$ cat config.mk
export PLATFORM = sky130hd
export DESIGN_NAME = rle_flash_prefetch_flat
export DESIGN_NICKNAME = d
export VERILOG_FILES = /design/src/rtl/rle_flash_prefetch_if.sv /design/src/rtl/rle_flash_prefetch.sv /design/src/flat_wrapper.sv
export SDC_FILE = /design/constraint.sdc
export NUM_CORES = 1
export LEC_CHECK = 0
export CAP_MARGIN = 20
export CORE_ASPECT_RATIO = 0.6
export CORE_MARGIN = 2
export CORE_UTILIZATION = 35
export CTS_BUF_LIST = sky130_fd_sc_hd__clkbuf_16
export CTS_CLUSTER_SIZE = 24
export DETAILED_ROUTE_END_ITERATION = 10
export PLACE_DENSITY = 0.64
export SYNTH_ARGS = -nofsm -noshare
export SYNTH_HDL_FRONTEND = slang
export SYNTH_SLANG_ARGS = --single-unit
$ cat constraint.sdc
create_clock -name clk -period 3.75 [get_ports clk]
set_input_delay 0.75 -clock clk [delete_from_list [all_inputs] [get_ports clk]]
set_output_delay 0.75 -clock clk [all_outputs]
set_load 0.1 [all_outputs]
$ cat src/rtl/rle_flash_prefetch_if.sv
// Bundles the flash-controller request/response signals and the decoder-facing
// word stream of rle_flash_prefetch.
interface rle_flash_prefetch_if #(
  parameter int ADDR_BITS = 24
);
  logic                 spi_start_read;
  logic                 spi_continue_read;
  logic                 spi_stop_read;
  logic [ADDR_BITS-1:0] spi_addr;
  logic                 spi_busy;
  logic [15:0]          spi_data;
  logic                 out_valid;
  logic [15:0]          out_data;
  logic                 out_ready;

  modport master (
    output spi_start_read, spi_continue_read, spi_stop_read, spi_addr,
    input  spi_busy, spi_data,
    output out_valid, out_data,
    input  out_ready
  );

  modport slave (
    input  spi_start_read, spi_continue_read, spi_stop_read, spi_addr,
    output spi_busy, spi_data,
    input  out_valid, out_data,
    output out_ready
  );
endinterface

$ cat src/rtl/rle_flash_prefetch.sv
// FWFT prefetch FIFO of 16-bit RLE words fed from SPI flash, owning the stream
// byte address with save/rewind (line repeat) and clear (frame restart).
module rle_flash_prefetch #(
  parameter int DEPTH     = 4,
  parameter int ADDR_BITS = 24
) (
  input  logic                 clk,
  input  logic                 rst_n,
  input  logic                 save_pos,
  input  logic                 rewind,
  input  logic                 clear,
  rle_flash_prefetch_if.master bus
);
  localparam int PW = $clog2(DEPTH);
  localparam int CW = PW + 1;

  typedef enum logic [1:0] {IDLE, REQ, BUSY, PAUSE} state_t;

  state_t               state_q, state_d;
  logic [15:0]          mem_q [DEPTH];
  logic [PW-1:0]        rd_ptr_q, wr_ptr_q;
  logic [CW-1:0]        count_q, count_d, post_pop_cnt;
  logic [ADDR_BITS-1:0] fetch_addr_q, head_addr_q, saved_addr_q, restart_addr;
  logic                 flush, pop, push, start, cont, stop;

  assign flush        = rewind | clear;
  assign pop          = (count_q != '0) && bus.out_ready && !flush;
  assign post_pop_cnt = count_q - CW'(pop);
  assign restart_addr = clear ? '0 : saved_addr_q;

  always_comb begin
    state_d = state_q;
    push    = 1'b0;
    start   = 1'b0;
    cont    = 1'b0;
    stop    = 1'b0;
    if (flush) begin
      stop    = (state_q != IDLE);
      state_d = IDLE;
    end else begin
      case (state_q)
        IDLE: if (!bus.spi_busy) begin
          start   = 1'b1;
          state_d = REQ;
        end
        REQ: state_d = BUSY;
        BUSY: if (!bus.spi_busy) begin
          push = 1'b1;
          if (post_pop_cnt + CW'(1) < CW'(DEPTH)) begin
            cont    = 1'b1;
            state_d = REQ;
          end else begin
            state_d = PAUSE;
          end
        end
        PAUSE: if (post_pop_cnt < CW'(DEPTH)) begin
          cont    = 1'b1;
          state_d = REQ;
        end
        default: state_d = IDLE;
      endcase
    end
  end

  assign count_d = flush ? '0 : count_q + CW'(push) - CW'(pop);

  // Pulses are combinational (continue may follow a same-cycle pop), so they
  // are gated by rst_n to stay quiet while reset is held.
  assign bus.spi_start_read    = start & rst_n;
  assign bus.spi_continue_read = cont & rst_n;
  assign bus.spi_stop_read     = stop & rst_n;
  assign bus.spi_addr          = fetch_addr_q;
  assign bus.out_valid         = (count_q != '0);
  assign bus.out_data          = mem_q[rd_ptr_q];

  always_ff @(posedge clk) begin
    if (!rst_n) begin
      state_q      <= IDLE;
      count_q      <= '0;
      rd_ptr_q     <= '0;
      wr_ptr_q     <= '0;
      fetch_addr_q <= '0;
      head_addr_q  <= '0;
      saved_addr_q <= '0;
    end else begin
      state_q <= state_d;
      count_q <= count_d;
      if (flush) begin
        rd_ptr_q     <= '0;
        wr_ptr_q     <= '0;
        fetch_addr_q <= restart_addr;
        head_addr_q  <= restart_addr;
        if (clear) saved_addr_q <= '0;
      end else begin
        if (push) begin
          wr_ptr_q     <= wr_ptr_q + PW'(1);
          fetch_addr_q <= fetch_addr_q + ADDR_BITS'(2);
        end
        if (pop) begin
          rd_ptr_q    <= rd_ptr_q + PW'(1);
          head_addr_q <= head_addr_q + ADDR_BITS'(2);
        end
        if (save_pos) saved_addr_q <= head_addr_q;
      end
    end
  end

  always_ff @(posedge clk) begin
    if (push) mem_q[wr_ptr_q] <= bus.spi_data;
  end
endmodule

$ cat src/flat_wrapper.sv
// flat-port wrapper written by rule: the top's interface ports become plain ports
module rle_flash_prefetch_flat 
#(
  parameter int DEPTH     = 4,
  parameter int ADDR_BITS = 24
)
  (clk, rst_n, save_pos, rewind, clear, bus_spi_start_read, bus_spi_continue_read, bus_spi_stop_read, bus_spi_addr, bus_spi_busy, bus_spi_data, bus_out_valid, bus_out_data, bus_out_ready);
  rle_flash_prefetch_if #(.ADDR_BITS(ADDR_BITS)) bus_i ();
  input  logic clk;
  input  logic rst_n;
  input  logic save_pos;
  input  logic rewind;
  input  logic clear;
  output wire logic [$bits(bus_i.spi_start_read)-1:0] bus_spi_start_read;
  output wire logic [$bits(bus_i.spi_continue_read)-1:0] bus_spi_continue_read;
  output wire logic [$bits(bus_i.spi_stop_read)-1:0] bus_spi_stop_read;
  output wire logic [$bits(bus_i.spi_addr)-1:0] bus_spi_addr;
  input wire logic [$bits(bus_i.spi_busy)-1:0] bus_spi_busy;
  input wire logic [$bits(bus_i.spi_data)-1:0] bus_spi_data;
  output wire logic [$bits(bus_i.out_valid)-1:0] bus_out_valid;
  output wire logic [$bits(bus_i.out_data)-1:0] bus_out_data;
  input wire logic [$bits(bus_i.out_ready)-1:0] bus_out_ready;
  assign bus_spi_start_read = bus_i.spi_start_read;
  assign bus_spi_continue_read = bus_i.spi_continue_read;
  assign bus_spi_stop_read = bus_i.spi_stop_read;
  assign bus_spi_addr = bus_i.spi_addr;
  assign bus_i.spi_busy = bus_spi_busy;
  assign bus_i.spi_data = bus_spi_data;
  assign bus_out_valid = bus_i.out_valid;
  assign bus_out_data = bus_i.out_data;
  assign bus_i.out_ready = bus_out_ready;
  rle_flash_prefetch #(.DEPTH(DEPTH), .ADDR_BITS(ADDR_BITS)) u_core (.clk(clk), .rst_n(rst_n), .save_pos(save_pos), .rewind(rewind), .clear(clear), .bus(bus_i));
endmodule
# [Yosys cells after proc, flatten, opt, wreduce, memory -nomap -nowiden]
# Memory sizes are Yosys's and may differ from the RTL's. A register that Yosys moved wholly into a read port is not among the register bits.
# Index checks and enable logic that the tools add are counted.
[word_totals] out_inout_bits=44 romBits=0 memories=1 word_cells=67 regBits=81 mem_bits_rw=64 latchBits=0
[mem_list] memory="u_core.mem_q" depth=4 word_bits=16 read_ports=1 rd_ports_with_merged_regs=1 write_ports=1 line="rle_flash_prefetch.sv:20" source="logic [15:0] mem_q [DEPTH];"
[classes] addsub=8 n_lt_le_gt_ge=2 n_mux=27 div=0 shifts=0 bitwise_logic=5 n_reduce_logical=11 multipliers=0 n_eq_ne=6
[ops] op="24-bit 2-to-1 mux" n=7
[ops] op="24-bit by 2-bit adder with 24-bit output (second input constant)" n=2
[ops] op="1-bit 2-to-1 mux" n=12
[ops] op="2-bit 2-to-1 mux" n=6
[ops] op="2-bit case mux with 4 select lines" n=1
[ops] op="2-bit nonzero test" n=4
[ops] op="3-bit < comparator (second input constant)" n=2
[ops] op="3-bit by 1-bit subtractor with 3-bit output" n=2
[ops] op="2-bit by 1-bit adder with 2-bit output (second input constant)" n=2
[ops] op="2-bit == test (second input constant)" n=2
[ops] op="2-bit inequality test (second input constant)" n=2
[ops] op="3-bit by 1-bit adder with 3-bit output" n=1
[ops] op="3-bit by 1-bit adder with 3-bit output (second input constant)" n=1
[ops] op="1-bit AND" n=3
[ops] op="3-bit AND reduction" n=1
[ops] op="3-bit nonzero test" n=1
[ops] op="2-bit by 1-bit == test with 1-bit output (second input constant)" n=1
[ops] op="1-bit logical AND" n=2
[ops] op="2-bit logical NOT" n=1
[ops] op="2-bit by 1-bit inequality test with 1-bit output (second input constant)" n=1
[ops] op="1-bit case mux with 2 select lines" n=1
[ops] op="2-bit OR reduction" n=1
[ops] op="1-bit logical NOT" n=1
[ops] op="1-bit NOT" n=1
[ops] op="1-bit bitwise OR" n=1

# [Longest topological paths before layout]
# Gate-level depths: netlist of the first run.
[depth] depth_word=11 depth_mapped=11 depth_no_buf=10

# [Least setup slack after synthesis of the first run]
# OpenSTA, ideal clock, no wires.
[synth_timing] path_type="input port to output port" startpoint="in rewind" endpoint="out bus_spi_start_read" stages=6 t_arrival_ns=3.827 path_slack_ns=-0.827 t_required_ns=3.000 path_cell_list="buf_2 -> inv_1 -> clkbuf_1 -> nand2_1 -> clkbuf_1 -> nor3b_1"
[synth_between] elab_chain_cells=3
[synth_rtl] element="start: declaration" line="flat_wrapper.sv:12" source="input logic rewind;"
[synth_rtl] element="1-bit bitwise OR" line="rle_flash_prefetch.sv:26" source="assign flush = rewind | clear;"
[synth_rtl] element="1-bit 2-to-1 mux" line="rle_flash_prefetch.sv:37" source="if (flush) begin"
[synth_rtl] element="1-bit AND" line="rle_flash_prefetch.sv:69" source="assign bus.spi_start_read = start & rst_n;"
[synth_rtl] element="end: declaration" line="flat_wrapper.sv:14" source="output wire logic [$bits(bus_i.spi_start_read)-1:0] bus_spi_start_read;"
# No other way between the ends.

# [Final worst setup path of the first run]
[layout_timing] startpoint="in bus_out_ready" endpoint="out bus_spi_continue_read"
[layout_between] elab_chain_cells=10
[layout_rtl] element="start: declaration" line="flat_wrapper.sv:22" source="input wire logic [$bits(bus_i.out_ready)-1:0] bus_out_ready;"
[layout_rtl] element="1-bit logical AND (*) (2 in a row)" line="rle_flash_prefetch.sv:27" source="assign pop = (count_q != '0) && bus.out_ready && !flush;"
[layout_rtl] element="named net u_core.pop" line="rle_flash_prefetch.sv:24" source="logic flush, pop, push, start, cont, stop;"
[layout_rtl] element="3-bit by 1-bit subtractor with 3-bit output (*)" line="rle_flash_prefetch.sv:28" source="assign post_pop_cnt = count_q - CW'(pop);"
[layout_rtl] element="3-bit by 1-bit adder with 3-bit output" line="rle_flash_prefetch.sv:49" source="if (post_pop_cnt + CW'(1) < CW'(DEPTH)) begin"
[layout_rtl] element="3-bit < comparator" line="rle_flash_prefetch.sv:49"
[layout_rtl] element="1-bit 2-to-1 mux" line="rle_flash_prefetch.sv:49"
[layout_rtl] element="1-bit 2-to-1 mux" line="rle_flash_prefetch.sv:47" source="BUSY: if (!bus.spi_busy) begin"
[layout_rtl] element="1-bit case mux with 2 select lines (*)" line="rle_flash_prefetch.sv:41" source="case (state_q)"
[layout_rtl] element="1-bit 2-to-1 mux (*)" line="rle_flash_prefetch.sv:37"
[layout_rtl] element="1-bit AND (*)" line="rle_flash_prefetch.sv:70" source="assign bus.spi_continue_read = cont & rst_n;"
[layout_rtl] element="end: declaration" line="flat_wrapper.sv:15" source="output wire logic [$bits(bus_i.spi_continue_read)-1:0] bus_spi_continue_read;"
# The timed path passes the listed nets; every way through them passes the cells marked *.

==> results of run 1 <==
[registers in the layout, indices dropped and copies added, names as in the netlist, named ones only]
name / count
u_core.head_addr_q: 24
u_core.rd_ptr_q: 2
u_core.wr_ptr_q: 2
u_core.mem_q: 64
u_core.count_q: 3
u_core.saved_addr_q: 24
u_core.state_q: 2
u_core.bus.spi_addr: 23
[placed cells by master (no fill, tap or decap), types with 10 or more instances in the layout]
| master | Yosys | routed |
|---|---|---|
| nand2_1 | 93 | 93 |
| dfxtp_1 | 82 | 82 |
| edfxtp_1 | 64 | 64 |
| a21oi_1 | 63 | 62 |
| clkdlybuf4s50_1 | 0 | 45 |
| buf_4 | 1 | 44 |
| o21ai_0 | 38 | 38 |
| nor2_1 | 37 | 36 |
| nand3_1 | 22 | 22 |
| clkbuf_16 | 0 | 21 |
| inv_1 | 15 | 16 |
| mux4_2 | 16 | 16 |
| nor3_1 | 15 | 15 |
| nand4_1 | 13 | 13 |
| ha_1 | 14 | 13 |
| xor2_1 | 11 | 11 |
| xnor2_1 | 10 | 10 |
[cells by family (layout without fill, tap and decap cells)]
| logic type | after synthesis | count (layout) | share of synthesized area [%] |
|---|---|---|---|
| buffers and inverters | 47 | 139 | 2.86 |
| flip-flops | 146 | 146 | 54.6 |
| AND/OR/NAND/NOR | 230 | 230 | 17.5 |
| XOR/XNOR | 21 | 21 | 2.82 |
| AO/OA/AOI/OAI | 143 | 143 | 12.9 |
| multiplexers | 21 | 21 | 6.29 |
| adder cells (fa/ha/maj) | 15 | 15 | 2.99 |
[cell type report]
| type | count | area (µm²) | share of cell area [%] |
|---|---|---|---|
| sequential | 146 | 3560 | 43.4 |
| multi-input combinational | 430 | 2820 | 34.4 |
| clock inverter | 11 | 95.1 | 1.16 |
| tap | 240 | 300 | 3.66 |
| clock buffer | 21 | 526 | 6.41 |
| timing repair buffer | 92 | 841 | 10.3 |
| inverter | 15 | 56.3 | 0.686 |
[power groups by stage]
stage | clock network [µW] | registers, µW | logic (µW)
2_1_floorplan | 0 | 1710 | 61.0
3_3_place_gp | 0 | 1700 | 133
3_5_place_dp | 0 | 1700 | 137
4_1_cts | 1770 | 1670 | 137
5_1_grt | 1840 | 1670 | 149
6_report | 1730 | 1670 | 141
[path summary, 6_finish.rpt]
path / start / to / slack, ns / cells after the start
worst max-delay path: bus_out_ready / bus_spi_continue_read / 0.17 / 11
worst min-delay path: u_core.saved_addr_q[5]$_SDFFE_PN0P_ / u_core.saved_addr_q[5]$_SDFFE_PN0P_ / 0.46 / 2
worst max register to register: u_core.bus.spi_addr[1]$_SDFFE_PN0P_ / u_core.bus.spi_addr[21]$_SDFFE_PN0P_ / 1.35 / 6
worst min register to register: u_core.saved_addr_q[5]$_SDFFE_PN0P_ / u_core.saved_addr_q[5]$_SDFFE_PN0P_ / 0.46 / 2
[routing by layer]
metal	global-route usage, %	share of wire, %	vias to the layer above	wire [µm]
met4	6.05	1.0	0	184
met3	7.22	11	22	2030
met5	0	0	-	0
met2	25.8	42	259	7570
li1	-	-	2450	-
met1	25.8	46	2562	8230
[critical path: stages]
cell,delay (ns)
clkdlybuf4s50_1,0.47
o31ai_2,0.13
nor2_4,0.08
ha_2,0.21
buf_4,0.14
ha_1,0.18
xor2_1,0.16
buf_4,0.16
o21bai_1,0.18
a21oi_4,0.18
buf_12,0.19
[per-stage QoR]
stage          cell area [µm²]  worst slack, ns  power (µW)  util, %
6_report                  8200            0.167        3540     45.2
5_1_grt                   8200           0.0232        3660     45.2
4_1_cts                   8180           0.0259        3580     45.1
3_5_place_dp              7560          -0.0356        1840     41.6
3_3_place_gp              7560           0.0899        1840     41.6
2_1_floorplan             6550            0.126        1770        -
[timing repair]
item | CTS | global route
setup endpoints to repair | 1 | 1
pin swaps | 0 | 1
resized for setup | 1 | 5
gates cloned | 0 | 0
==> flow_summary.json, run 1 <==
{
  "routed_wirelength_um": 18000,
  "slew_headroom_pct": 34.4,
  "die_w_um": 180,
  "critPathMaxFanout": 3,
  "p_seq_share_pct": 47.1,
  "start_util_pct": 35.9,
  "yosysMostFrequentCell": "nand2_1",
  "hold_ws_ns": 0.458,
  "ys_warn_count": 0,
  "max_freq_ghz": 0.279,
  "grt-ovfl-total": 0,
  "synthArstFlopShare_pct": 0,
  "drive_gt1_share_pct": 15.9,
  "vdd_drop_max_v": 0.000318,
  "worst_pin_slew_ns": 0.981,
  "clock_latency_ns": 0.42,
  "fin_tns_setup_ns": 0,
  "dr_total_vias": 5293,
  "status": "completed",
  "syn_avg_cell_area_um2": 10.5,
  "clk_pin_slew_worst_paths_ns": 0.06,
  "switchingPower_uw": 763,
  "pwr-share-clk_pct": 48.9,
  "grt_first_pass_wirelength_um": 27400,
  "rsz0062_at_grt": "no",
  "skew_ns": 0.00833,
  "synth-main-ff-cell": "dfxtp_1",
  "drtIter0Drc": 690,
  "synth_edf_count": 64,
  "leakagePower_uw": 0.00273,
  "core_area_mm2": 0.0182,
  "n_antenna_cell": 0,
  "fillers": 1683,
  "syn_to_final_growth_pct": 25.6,
  "port_buffers": 66,
  "track_usage_pct": 18.4,
  "cts_tree": "built",
  "postRouteAntennaNets": 0,
  "syn_inst": 623,
  "syn-num-nets": 661,
  "antenna_found_initial": 0,
  "p_comb_share_pct": 4.0,
  "grt_max_degree": 29,
  "cts_buffer_depth": 2,
  "netlist_area_mm2": 0.00653,
  "dieArea_mm2": 0.0198,
  "worstPathArrival_ns": 2.83,
  "fin_crit_ns": 3.58,
  "clockRootBuffer": "clkbuf_16",
  "slew_viol_final": 0,
  "synth_area_leaders": "edfxtp_1 (29%), dfxtp_1 (25%), mux4_2 (5.5%), nand2_1 (5.3%), a21oi_1 (4.8%)",
  "setup_viol": 0,
  "drc": 0,
  "post_cts_buffers": 0,
  "placementRows": 38,
  "hold_class": "register to register",
  "synth_top_area_share_pct": 29.4,
  "fin_cells": 955,
  "drt_pre_antenna_iters": 8,
  "via_per_inst": 5.54,
  "io_pins": 67,
  "hold_viol_final": 0,
  "cap_violations": 0,
  "wl_per_cell_um": 18.9,
  "p_int_uw": 2780,
  "path_class": "primary input to output port",
  "synth_cell_type_count": 60,
  "clock-sinks": 146,
  "cts_made_buffers": 17,
  "grt_pass1_vias": 4969,
  "synth_top_cell_by_area": "edfxtp_1",
  "finalWeightedCongestion": 0.926,
  "period_share_pct": 95.5,
  "hpwl_um": 12700,
  "fin_nets": 740,
  "cp.required_ns": 3.00,
  "switching_share_pct": 21.5,
  "dieHeight_um": 110,
  "cp-end-kind": "output port",
  "ctsHoldBuffers": 0,
  "ys_top_cells_by_count": "nand2_1 (93), dfxtp_1 (82), edfxtp_1 (64)",
  "placed_cells": 923,
  "yosysSeqAreaShare_pct": 54.6,
  "setup.worst_path.start_class": "primary input",
  "cts.htree.levels": 4,
  "synth.ff_latch_count": 146,
  "powerDensity_mw_per_mm2": 432
}
Power figures use the tool's default switching activity.
==> run 2: changes to the inputs <==
--- a/config.mk
+++ b/config.mk
@@ -10,7 +10,6 @@
 export CORE_MARGIN = 2
 export CORE_UTILIZATION = 35
 export CTS_BUF_LIST = sky130_fd_sc_hd__clkbuf_16
-export CTS_CLUSTER_SIZE = 24
 export DETAILED_ROUTE_END_ITERATION = 10
 export PLACE_DENSITY = 0.64
 export SYNTH_ARGS = -nofsm -noshare
==> results of run 2 <==
The final DEF is identical to that of run 1; final timing and power are the same.
